**src/rtl/softmax_max_sub_ctrl_pkg.sv**
```systemverilog
// Shared defaults and FSM encodings for the softmax max-subtract row sequencer.
package softmax_max_sub_ctrl_pkg;

    localparam int unsigned DATA_WIDTH_DEF = 8;
    localparam int unsigned ROW_LEN_DEF    = 16;

    localparam logic [1:0] ST_IDLE = 2'd0;
    localparam logic [1:0] ST_LOAD = 2'd1;
    localparam logic [1:0] ST_SUB  = 2'd2;

endpackage

```
**src/rtl/softmax_max_sub_ctrl_sub.sv**
```systemverilog
// Shared subtractor: a - b when enabled, zero otherwise so idle cycles do not toggle the output.
module softmax_max_sub_ctrl_sub #(
    parameter int unsigned W = 9
) (
    input  logic         en,
    input  logic [W-1:0] a,
    input  logic [W-1:0] b,
    output logic [W-1:0] diff_c
);

    // Gated difference
    always_comb begin
        diff_c = '0;
        if (en) begin
            diff_c = a - b;
        end
    end

endmodule

```
**src/rtl/softmax_max_sub_ctrl.sv**
```systemverilog
// Row sequencer for softmax stabilisation: buffers one row of signed scores while
// tracking the maximum, then streams out saturated (x_i - max) through one subtractor.
module softmax_max_sub_ctrl
    import softmax_max_sub_ctrl_pkg::*;
#(
    parameter int unsigned DATA_WIDTH = DATA_WIDTH_DEF,
    parameter int unsigned ROW_LEN    = ROW_LEN_DEF,
    parameter int unsigned LEN_W      = $clog2(ROW_LEN + 1)
) (
    input  logic                  clk,
    input  logic                  rst_n,
    input  logic [LEN_W-1:0]      cfg_len,
    input  logic                  in_valid,
    output logic                  in_ready,
    input  logic [DATA_WIDTH-1:0] in_data,
    output logic                  out_valid,
    input  logic                  out_ready,
    output logic [DATA_WIDTH-1:0] out_data,
    output logic                  out_last,
    output logic [DATA_WIDTH-1:0] row_max,
    output logic                  busy
);

    localparam int unsigned      IDX_W   = $clog2(ROW_LEN);
    localparam int unsigned      SUB_W   = DATA_WIDTH + 1;
    localparam logic [SUB_W-1:0] SAT_MIN = {2'b11, {(DATA_WIDTH-1){1'b0}}};
    localparam logic [SUB_W-1:0] SAT_MAX = {2'b00, {(DATA_WIDTH-1){1'b1}}};
    localparam logic [LEN_W-1:0] LEN_MAX = LEN_W'(ROW_LEN);

    logic [1:0]            state_q,     state_d;
    logic [LEN_W-1:0]      wr_cnt_q,    wr_cnt_d;
    logic [LEN_W-1:0]      rd_ptr_q,    rd_ptr_d;
    logic [LEN_W-1:0]      len_q,       len_d;
    logic [DATA_WIDTH-1:0] max_q,       max_d;
    logic                  out_valid_q, out_valid_d;
    logic [DATA_WIDTH-1:0] out_data_q,  out_data_d;
    logic                  out_last_q,  out_last_d;
    logic                  in_ready_q,  in_ready_d;
    logic                  busy_q,      busy_d;

    logic [DATA_WIDTH-1:0] row_buf_q [ROW_LEN];
    logic                  buf_we_c;
    logic [IDX_W-1:0]      buf_waddr_c;

    logic [LEN_W-1:0]      len_res_c;
    logic                  accept_c;
    logic                  out_load_c;
    logic                  last_rd_c;
    logic [DATA_WIDTH-1:0] rd_data_c;
    logic [SUB_W-1:0]      diff_c;
    logic [DATA_WIDTH-1:0] sat_c;

    assign len_res_c  = (cfg_len == '0 || cfg_len > LEN_MAX) ? LEN_MAX : cfg_len;
    assign accept_c   = in_valid && in_ready_q;
    assign out_load_c = !out_valid_q || out_ready;
    assign rd_data_c  = row_buf_q[IDX_W'(rd_ptr_q)];
    assign last_rd_c  = (rd_ptr_q == len_q - LEN_W'(1));

    softmax_max_sub_ctrl_sub #(
        .W (SUB_W)
    ) u_sub (
        .en     (state_q == ST_SUB),
        .a      ({rd_data_c[DATA_WIDTH-1], rd_data_c}),
        .b      ({max_q[DATA_WIDTH-1], max_q}),
        .diff_c (diff_c)
    );

    // Clamp the widened difference back to the element range
    always_comb begin
        sat_c = diff_c[DATA_WIDTH-1:0];
        if ($signed(diff_c) < $signed(SAT_MIN)) begin
            sat_c = SAT_MIN[DATA_WIDTH-1:0];
        end else if ($signed(diff_c) > $signed(SAT_MAX)) begin
            sat_c = SAT_MAX[DATA_WIDTH-1:0];
        end
    end

    // Next-state, buffer write and output register logic
    always_comb begin
        state_d     = state_q;
        wr_cnt_d    = wr_cnt_q;
        rd_ptr_d    = rd_ptr_q;
        len_d       = len_q;
        max_d       = max_q;
        out_valid_d = out_valid_q;
        out_data_d  = out_data_q;
        out_last_d  = out_last_q;
        buf_we_c    = 1'b0;
        buf_waddr_c = '0;

        // Outside SUB the output register only drains
        if (state_q != ST_SUB && out_ready) begin
            out_valid_d = 1'b0;
        end

        case (state_q)
            ST_IDLE: begin
                if (accept_c) begin
                    buf_we_c = 1'b1;
                    max_d    = in_data;
                    len_d    = len_res_c;
                    wr_cnt_d = LEN_W'(1);
                    rd_ptr_d = '0;
                    state_d  = (len_res_c == LEN_W'(1)) ? ST_SUB : ST_LOAD;
                end
            end
            ST_LOAD: begin
                if (accept_c) begin
                    buf_we_c    = 1'b1;
                    buf_waddr_c = IDX_W'(wr_cnt_q);
                    wr_cnt_d    = wr_cnt_q + LEN_W'(1);
                    // Strict compare so ties keep the existing maximum
                    if ($signed(in_data) > $signed(max_q)) begin
                        max_d = in_data;
                    end
                    if (wr_cnt_q == len_q - LEN_W'(1)) begin
                        state_d  = ST_SUB;
                        rd_ptr_d = '0;
                    end
                end
            end
            ST_SUB: begin
                if (out_load_c) begin
                    out_data_d  = sat_c;
                    out_last_d  = last_rd_c;
                    out_valid_d = 1'b1;
                    rd_ptr_d    = rd_ptr_q + LEN_W'(1);
                    if (last_rd_c) begin
                        state_d  = ST_IDLE;
                        rd_ptr_d = '0;
                        wr_cnt_d = '0;
                    end
                end
            end
            default: begin
                state_d = ST_IDLE;
            end
        endcase

        in_ready_d = (state_d != ST_SUB);
        busy_d     = (state_d != ST_IDLE);
    end

    // Control and output registers
    always_ff @(posedge clk or negedge rst_n) begin
        if (!rst_n) begin
            state_q     <= ST_IDLE;
            wr_cnt_q    <= '0;
            rd_ptr_q    <= '0;
            len_q       <= '0;
            max_q       <= '0;
            out_valid_q <= 1'b0;
            out_data_q  <= '0;
            out_last_q  <= 1'b0;
            in_ready_q  <= 1'b0;
            busy_q      <= 1'b0;
        end else begin
            state_q     <= state_d;
            wr_cnt_q    <= wr_cnt_d;
            rd_ptr_q    <= rd_ptr_d;
            len_q       <= len_d;
            max_q       <= max_d;
            out_valid_q <= out_valid_d;
            out_data_q  <= out_data_d;
            out_last_q  <= out_last_d;
            in_ready_q  <= in_ready_d;
            busy_q      <= busy_d;
        end
    end

    // Row buffer; contents are don't-care after reset
    always_ff @(posedge clk) begin
        if (buf_we_c) begin
            row_buf_q[buf_waddr_c] <= in_data;
        end
    end

    assign in_ready  = in_ready_q;
    assign out_valid = out_valid_q;
    assign out_data  = out_data_q;
    assign out_last  = out_last_q;
    assign row_max   = max_q;
    assign busy      = busy_q;

endmodule

```
**config.mk**
```make
export PLATFORM = sky130hd
export DESIGN_NAME = softmax_max_sub_ctrl
export DESIGN_NICKNAME = d
export VERILOG_FILES = /design/src/rtl/softmax_max_sub_ctrl_pkg.sv /design/src/rtl/softmax_max_sub_ctrl_sub.sv /design/src/rtl/softmax_max_sub_ctrl.sv
export SDC_FILE = /design/constraint.sdc
export NUM_CORES = 1
export LEC_CHECK = 0
export CORE_AREA = 10 10 137 126
export CTS_CLUSTER_DIAMETER = 80
export DETAILED_ROUTE_END_ITERATION = 8
export DIE_AREA = 0 0 147 136
export GPL_TIMING_DRIVEN = 0
export HOLD_SLACK_MARGIN = 0.08
export PLACE_DENSITY_LB_ADDON = 0.12
export SLEW_MARGIN = 20
export SYNTH_ARGS = -nofsm -noshare
export SYNTH_HDL_FRONTEND = slang
export SYNTH_HIERARCHICAL = 1
export SYNTH_SLANG_ARGS = --single-unit
export TNS_END_PERCENT = 5
```
**constraint.sdc**
```tcl
create_clock -name clk -period 8.05 [get_ports clk]
set_clock_uncertainty 0.15 [all_clocks]
set_input_delay 0.805 -clock clk [delete_from_list [all_inputs] [get_ports clk]]
set_output_delay 0.805 -clock clk [all_outputs]
set_load 0.02 [all_outputs]
```
==> results of run 1 <==
==> area by class of cell <==
cell class                 count  area (sq um)  share of cell area
timing repair buffer          38         382.9             0.04274
inverter                      32         120.1             0.01341
clock buffer                  17         425.4             0.04749
buffer                        18         86.33            0.009638
multi-input combinational    306          2783              0.3107
tap                          198         247.7             0.02766
sequential                   165          4770              0.5325
clock inverter                15         142.6             0.01592
==> sequential cells by signal, summed over array words and instances, names as in the netlist <==
name and flops:
out_data 8, busy 1, rd_ptr_q 5, out_valid 1, state_q 2, len_q 5, wr_cnt_q 5, row_max 8
row_buf_q 128, in_ready 1, out_last 1
==> synthesized netlist by cell type (all sizes together), types with 11 or more instances <==
cell    count  area share
dfrtp      37        0.12
edfxtp    128        0.50
ha         24       0.039
inv        32       0.015
mux4       40        0.12
nand2      24       0.012
nand2b     12      0.0097
nand3      11      0.0071
nor2       29       0.014
o21ai      30       0.019
==> layer usage <==
layer	track usage	share of wire	vias up
li1	-	-	2131
met2	0.2954	0.50	187
met1	0.2242	0.42	2360
met5	0	0	-
met4	0.07151	0.023	0
met3	0.04055	0.062	23
==> critical path, delay by kind of cell (launching register included) <==
family | cells | cell delay [ns]
buf+inv | 5 | 1.08
fa+ha+maj | 3 | 0.94
flops | 1 | 0.35
simple gates | 2 | 0.36
compound gates | 2 | 0.24
mux | 3 | 1.20
==> through the flow <==
| step | instance area [sq um] | hold WS, ns | total power, W | std cells |
|---|---|---|---|---|
| finish | 8957 | 0.1175 | 0.002895 | 789 |
| global route | 8957 | 0.1274 | 0.003054 | 789 |
| CTS | 8957 | 0.1198 | 0.002900 | 789 |
| detailed placement | 8389 | 0.3236 | 0.002110 | 757 |
| global placement | 8362 | 0.3144 | 0.002080 | 755 |
| floorplan | 7754 | 0.3351 | 0.001811 | 521 |
==> worst paths after layout <==
check                       startpoint  cells past startpoint           to  slack (ns)
max in group asynchronous        rst_n                      2   row_max[6]        7.18
min                              rst_n                      1  wr_cnt_q[2]        0.12
min in group clk           out_data[7]                      2  out_data[7]        0.33
max reg2reg                rd_ptr_q[1]                     15  out_data[0]        3.59
max                        rd_ptr_q[1]                     15  out_data[0]        3.59
min reg2reg                out_data[7]                      2  out_data[7]        0.33
==> where the power goes <==
group          leakage, nW  internal [W]  switching [W]
clock network        0.282      0.000434       0.000354
registers             1.63       0.00100      0.0000712
logic                 1.28      0.000442       0.000590
total                 3.19       0.00188        0.00102
==> placed cells by master, fill, tap and decap left out, drive strengths merged, types with 2 or more instances in the layout <==
cell type	synthesis	layout
clkinv	0	6
mux4	40	40
nand2	24	24
o22ai	5	5
inv	32	39
mux2	8	8
edfxtp	128	128
dfrtp	37	37
nor2b	2	2
nand3b	2	2
buf	10	13
or2	3	3
clkbuf	8	25
nor3	8	8
and2	3	3
o21a	3	3
o31ai	3	3
o211ai	9	9
o41ai	2	2
clkdlybuf4s50	0	35
nor4	2	2
a21o	4	4
maj3	7	7
mux2i	2	2
a31oi	4	4
a22oi	8	8
and3	10	10
xor2	4	4
a21oi	9	9
nor2	29	29
o21ai	30	30
nand3	11	11
ha	24	24
xnor2	10	10
or3	6	6
nor3b	2	2
nand2b	12	12
nand4	3	3
==> logic make-up after synthesis <==
family | Yosys count | synth area share
compound gates | 87 | 0.07633
simple gates | 122 | 0.08246
buf+inv | 50 | 0.02663
fa+ha+maj | 32 | 0.05035
flops | 165 | 0.6151
mux | 50 | 0.1304
xor+xnor | 15 | 0.01872
==> results.sh, run 1 <==
export IMPL_post_place_ws_ns=3.633
export IMPL_finalCritPeriodShare=0.5543
export IMPL_numClockSinks=165
export IMPL_antenna_found_initial=0
export IMPL_drt_iter0_markers=457
export IMPL_cts_setup_buffers=0
export IMPL_fin_setup_tns_ns=0
export IMPL_firstDrtPassIters=8
export IMPL_syn_inst=521
export IMPL_period_minus_slack_ns=4.462
export IMPL_grtUsageTotal=0.1783
export IMPL_design_core_area_sq_mm=0.01445
export IMPL_num_nets_final=620
export IMPL_routed_via_density=5.958
export IMPL_synth_edf_count=128
export IMPL_ys_flop_type="edfxtp_1"
export IMPL_rsz0062_at_grt="false"
export IMPL_num_fill_cells=1070
export IMPL_grt_ovfl_total=0
export IMPL_num_rows=42
export IMPL_ys_warnings_count=6
export IMPL_die_area_sq_mm=0.01999
export IMPL_avgSynthCellArea_sq_um=14.88
export IMPL_grt_pass1_vias=4845
export IMPL_htreeDepth=4
export IMPL_hp_class="in -> async"
export IMPL_finalMaxSlewViolations=0
export IMPL_worstPathMaxFanout=10
export IMPL_required_ns=8.22
export IMPL_dp_hpwl_um=11880
export IMPL_insertion_delay_ns=0.43
export IMPL_cts_hold_buf=0
export IMPL_ios=37
export IMPL_antenna_cells=0
export IMPL_final_layout_size_suffix_gt1_frac=0.1794
export IMPL_yosysUniqueCellTypes=64
export IMPL_leakage_nw=3.194
export IMPL_start_util=0.5365
export IMPL_cts_tree="built"
export IMPL_cp_arrival_ns=4.63
export IMPL_root_buffer="clkbuf_16"
export IMPL_gp_congestion=0.8655
export IMPL_portBuffers=36
export IMPL_power_per_cell_area_mw_per_mm2=323.1
export IMPL_chipHeight_um=136
export IMPL_drt_drc_violations_left=0
export IMPL_fmax_ghz=0.2241
export IMPL_syn_num_nets=563
export IMPL_ant_nets=0
export IMPL_path_common_cell="inv_1"
export IMPL_ys_seq_area_frac=0.6151
export IMPL_cts_buffer_depth=2
export IMPL_critPathSlowestCell="clkbuf_1"
export IMPL_setup_slack_ns=3.588
export IMPL_relSlewSlack=0.3346
export IMPL_numCtsBuffers=17
export IMPL_synth_async_reset_ratio=0.2242
export IMPL_wl_per_cell_um=21.71
export IMPL_vdd_ir_drop_max_v=0.0001985
export IMPL_path_class="reg -> reg"
export IMPL_worstMarginPinSlew_ns=0.9980
export IMPL_critPathMaxStageDelay_ns=0.55
export IMPL_final_core_util=0.6198
export IMPL_worst_setup_path_end_kind="flop"
export IMPL_syn2layout_area_growth_pct=15.52
export IMPL_die_w_um=147
export IMPL_status="finished clean"
export IMPL_synth_area_sq_mm=0.007754
export IMPL_path_cells="buf_2 > clkbuf_1 > mux4_2 > mux4_2 > inv_1 > ha_1 > inv_1 > fa_1 > nand3_1 > a21oi_1 > o21ai_0 > nor3b_1 > inv_1 > maj3_1 > mux2_2"
export IMPL_cap_violations=0
export IMPL_setup_viol=0
export IMPL_synth_seq_cells=165
export IMPL_ctsResizeCount=0
export IMPL_wl_um=17130
export IMPL_start_kind="flop"
export IMPL_hold_violations=0
export IMPL_grt_first_pass_wirelength_um=27300
export IMPL_vias=4701
export IMPL_grt_max_degree=27
export IMPL_clkTransAtPathRegs_ns=0.07
Note: power is estimated with default switching activity, not from simulation.
==> inputs of run 2 (changes only) <==
CORE_AREA = 10 10 138 127   (was 10 10 137 126)
DIE_AREA = 0 0 148 137   (was 0 0 147 136)
clock period = 3.6 ns   (was 8.05 ns; I/O delays follow)
==> run 2 against run 1 <==
The run now ends with setup timing left. Fmax up 14%. Core utilization is 1.7 points higher. Hold slack improved by 0.12 ns. Via count up 2.1%. Global-route usage up 0.40 points. Worst setup slack worse by 3.9 ns. Die area grew 1.4%. Register-to-register slack worse by 3.9 ns. Routed wire length increased by 3.7%. Largest power group is now combinational logic.
==> results.sh, run 2 (synthesis results as in run 1) <==
export IMPL_wl_per_cell_um=21.93
export IMPL_violations="setup timing"
export IMPL_power_switching_w=0.002353
export IMPL_setup_viol=7
export IMPL_worstMarginPinSlew_ns=1.004
export IMPL_ff2ff_path_depth=13
export IMPL_cap_violations=0
export IMPL_clkTransAtPathRegs_ns=0.07
export IMPL_largest_register="row_buf_q"
export IMPL_drt_iter0_markers=423
export IMPL_switching_share=0.3509
export IMPL_cts_buffer_depth=2
export IMPL_grt_max_degree=26
export IMPL_worst_setup_path_end_kind="flop"
export IMPL_vdd_ir_drop_max_v=0.0004077
export IMPL_regToRegSetupSlack_ns=-0.31
export IMPL_largest_reg_flops=128
export IMPL_die_area_sq_mm=0.02028
export IMPL_relSlewSlack=0.3308
export IMPL_status="finished with violations"
export IMPL_worstPathMaxFanout=7
export IMPL_hold_violations=0
export IMPL_p_int_w=0.004352
export IMPL_routed_via_density=5.927
export IMPL_firstDrtPassIters=5
export IMPL_stdcell_count=810
export IMPL_seqPwrFrac=0.359
export IMPL_num_rows=42
export IMPL_finalMaxSlewViolations=0
export IMPL_die_w_um=148
export IMPL_vias=4801
export IMPL_ant_nets=0
export IMPL_grt_pass1_vias=4832
export IMPL_r2r_end="out_data[3]"
export IMPL_design_core_area_sq_mm=0.01461
export IMPL_root_buffer="clkbuf_16"
export IMPL_dp_hpwl_um=11960
export IMPL_setup_slack_ns=-0.3091
export IMPL_cp_arrival_ns=4.07
export IMPL_num_fill_cells=1114
export IMPL_placement_cell_area_sq_mm=0.008464
export IMPL_finalCritPeriodShare=1.086
export IMPL_gp_congestion=0.8362
export IMPL_start_kind="flop"
export IMPL_numClockSinks=165
export IMPL_final_common_cell="edfxtp_1"
export IMPL_fin_area_sq_mm=0.009304
export IMPL_cts_tree="built"
export IMPL_power_per_cell_area_mw_per_mm2=720.6
export IMPL_r2r_start="rd_ptr_q[0]"
export IMPL_start_util=0.5307
export IMPL_portBuffers=36
export IMPL_drt_drc_violations_left=0
export IMPL_p_total_w=0.006705
export IMPL_hp_class="in -> async"
export IMPL_dpl_cell_count=756
export IMPL_ios=37
export IMPL_grtUsageTotal=0.1823
export IMPL_clkPwrFrac=0.253
export IMPL_insertion_delay_ns=0.43
export IMPL_leakage_nw=3.345
export IMPL_antenna_found_initial=0
export IMPL_required_ns=3.76
export IMPL_antenna_cells=0
export IMPL_rsz0062_at_grt="true"
export IMPL_period_minus_slack_ns=3.909
export IMPL_hold_slack_ns=0.2340
export IMPL_crit_start="rd_ptr_q[0]"
export IMPL_final_layout_size_suffix_gt1_frac=0.2435
export IMPL_num_nets_final=641
export IMPL_wl_um=17770
export IMPL_chipHeight_um=137
export IMPL_syn2layout_area_growth_pct=19.99
export IMPL_share_comb_of_total_power=0.387
export IMPL_post_place_ws_ns=-0.5170
export IMPL_fmax_ghz=0.2558
export IMPL_most_common_layout_cells="edfxtp_1 (128), mux4_2 (40), dfrtp_1 (37), clkdlybuf4s50_1 (35), nor2_1 (29)"
export IMPL_grt_first_pass_wirelength_um=27880
export IMPL_path_class="reg -> reg"
export IMPL_grt_ovfl_total=0
export IMPL_numCtsBuffers=17
export IMPL_htreeDepth=4
-- run 2: critical path: stages (launching register included) --
cell and delay (ns):
dfrtp_1 0.39, buf_12 0.16, buf_12 0.13, buf_4 0.11, mux4_2 0.51, mux4_2 0.55, ha_4 0.28, a21o_4 0.21
or3_1 0.35, o22ai_2 0.11, mux2i_1 0.10, buf_4 0.17, maj3_2 0.31, mux2_2 0.26
-- run 2: power groups by stage --
stage	logic, W	clock network (W)	registers (W)
after floorplan	0.00163	0	0.00249
after global placement	0.00227	0	0.00244
after detailed placement	0.00234	0	0.00245
after CTS	0.00254	0.00172	0.00241
after global routing	0.00283	0.00181	0.00243
final	0.00260	0.00170	0.00241
-- run 2: metrics by stage --
stage | setup TNS (ns) | util
floorplan | -0.2278 | -
global placement | -3.092 | 0.5780
detailed placement | -3.551 | 0.5794
CTS | -1.833 | 0.6338
global route | -2.932 | 0.6369
finish | -2.076 | 0.6369
-- run 2: repair_timing --
action / in CTS / in global routing
endpoints found under the setup margin: 8 / 7
gates resized for setup: 27 / 2
endpoints found under the hold margin: 37 / 0
setup buffers: 14 / 6
hold buffers: 1 / 0
pin swaps: 10 / 6
cloned: 1 / 0
-- run 2: cell type report --
class | instances | area (sq um) | share of cell area
Multi-Input combinational cell | 306 | 2873 | 0.3088
Tap cell | 198 | 247.7 | 0.02663
Clock inverter | 14 | 117.6 | 0.01264
Sequential cell | 165 | 4770 | 0.5126
Timing Repair Buffer | 59 | 579.3 | 0.06226
Clock buffer | 18 | 429.2 | 0.04613
Buffer | 18 | 167.7 | 0.01802
Inverter | 32 | 120.1 | 0.01291
-- run 2: worst max path at each step --
stage	endpoint	slack, ns
2_1_floorplan	out_data[0]	-0.03
3_3_place_gp	out_data[3]	-0.45
3_5_place_dp	out_data[3]	-0.52
4_1_cts	out_data[3]	-0.27
5_1_grt	out_data[3]	-0.43
6_report	out_data[3]	-0.31
-- run 2: routing by layer --
metal | up-vias | track usage | share of wire
met5 | - | 0 | 0
met4 | 0 | 0.05061 | 0.011
met3 | 21 | 0.04820 | 0.060
met2 | 154 | 0.3057 | 0.51
met1 | 2448 | 0.2299 | 0.42
li1 | 2178 | - | -
==> inputs of run 3 (changes only) <==
CAP_MARGIN = 20   (was not set)
==> results of run 3 <==
No change in the layout: final DEF, timing and power equal those of run 2.
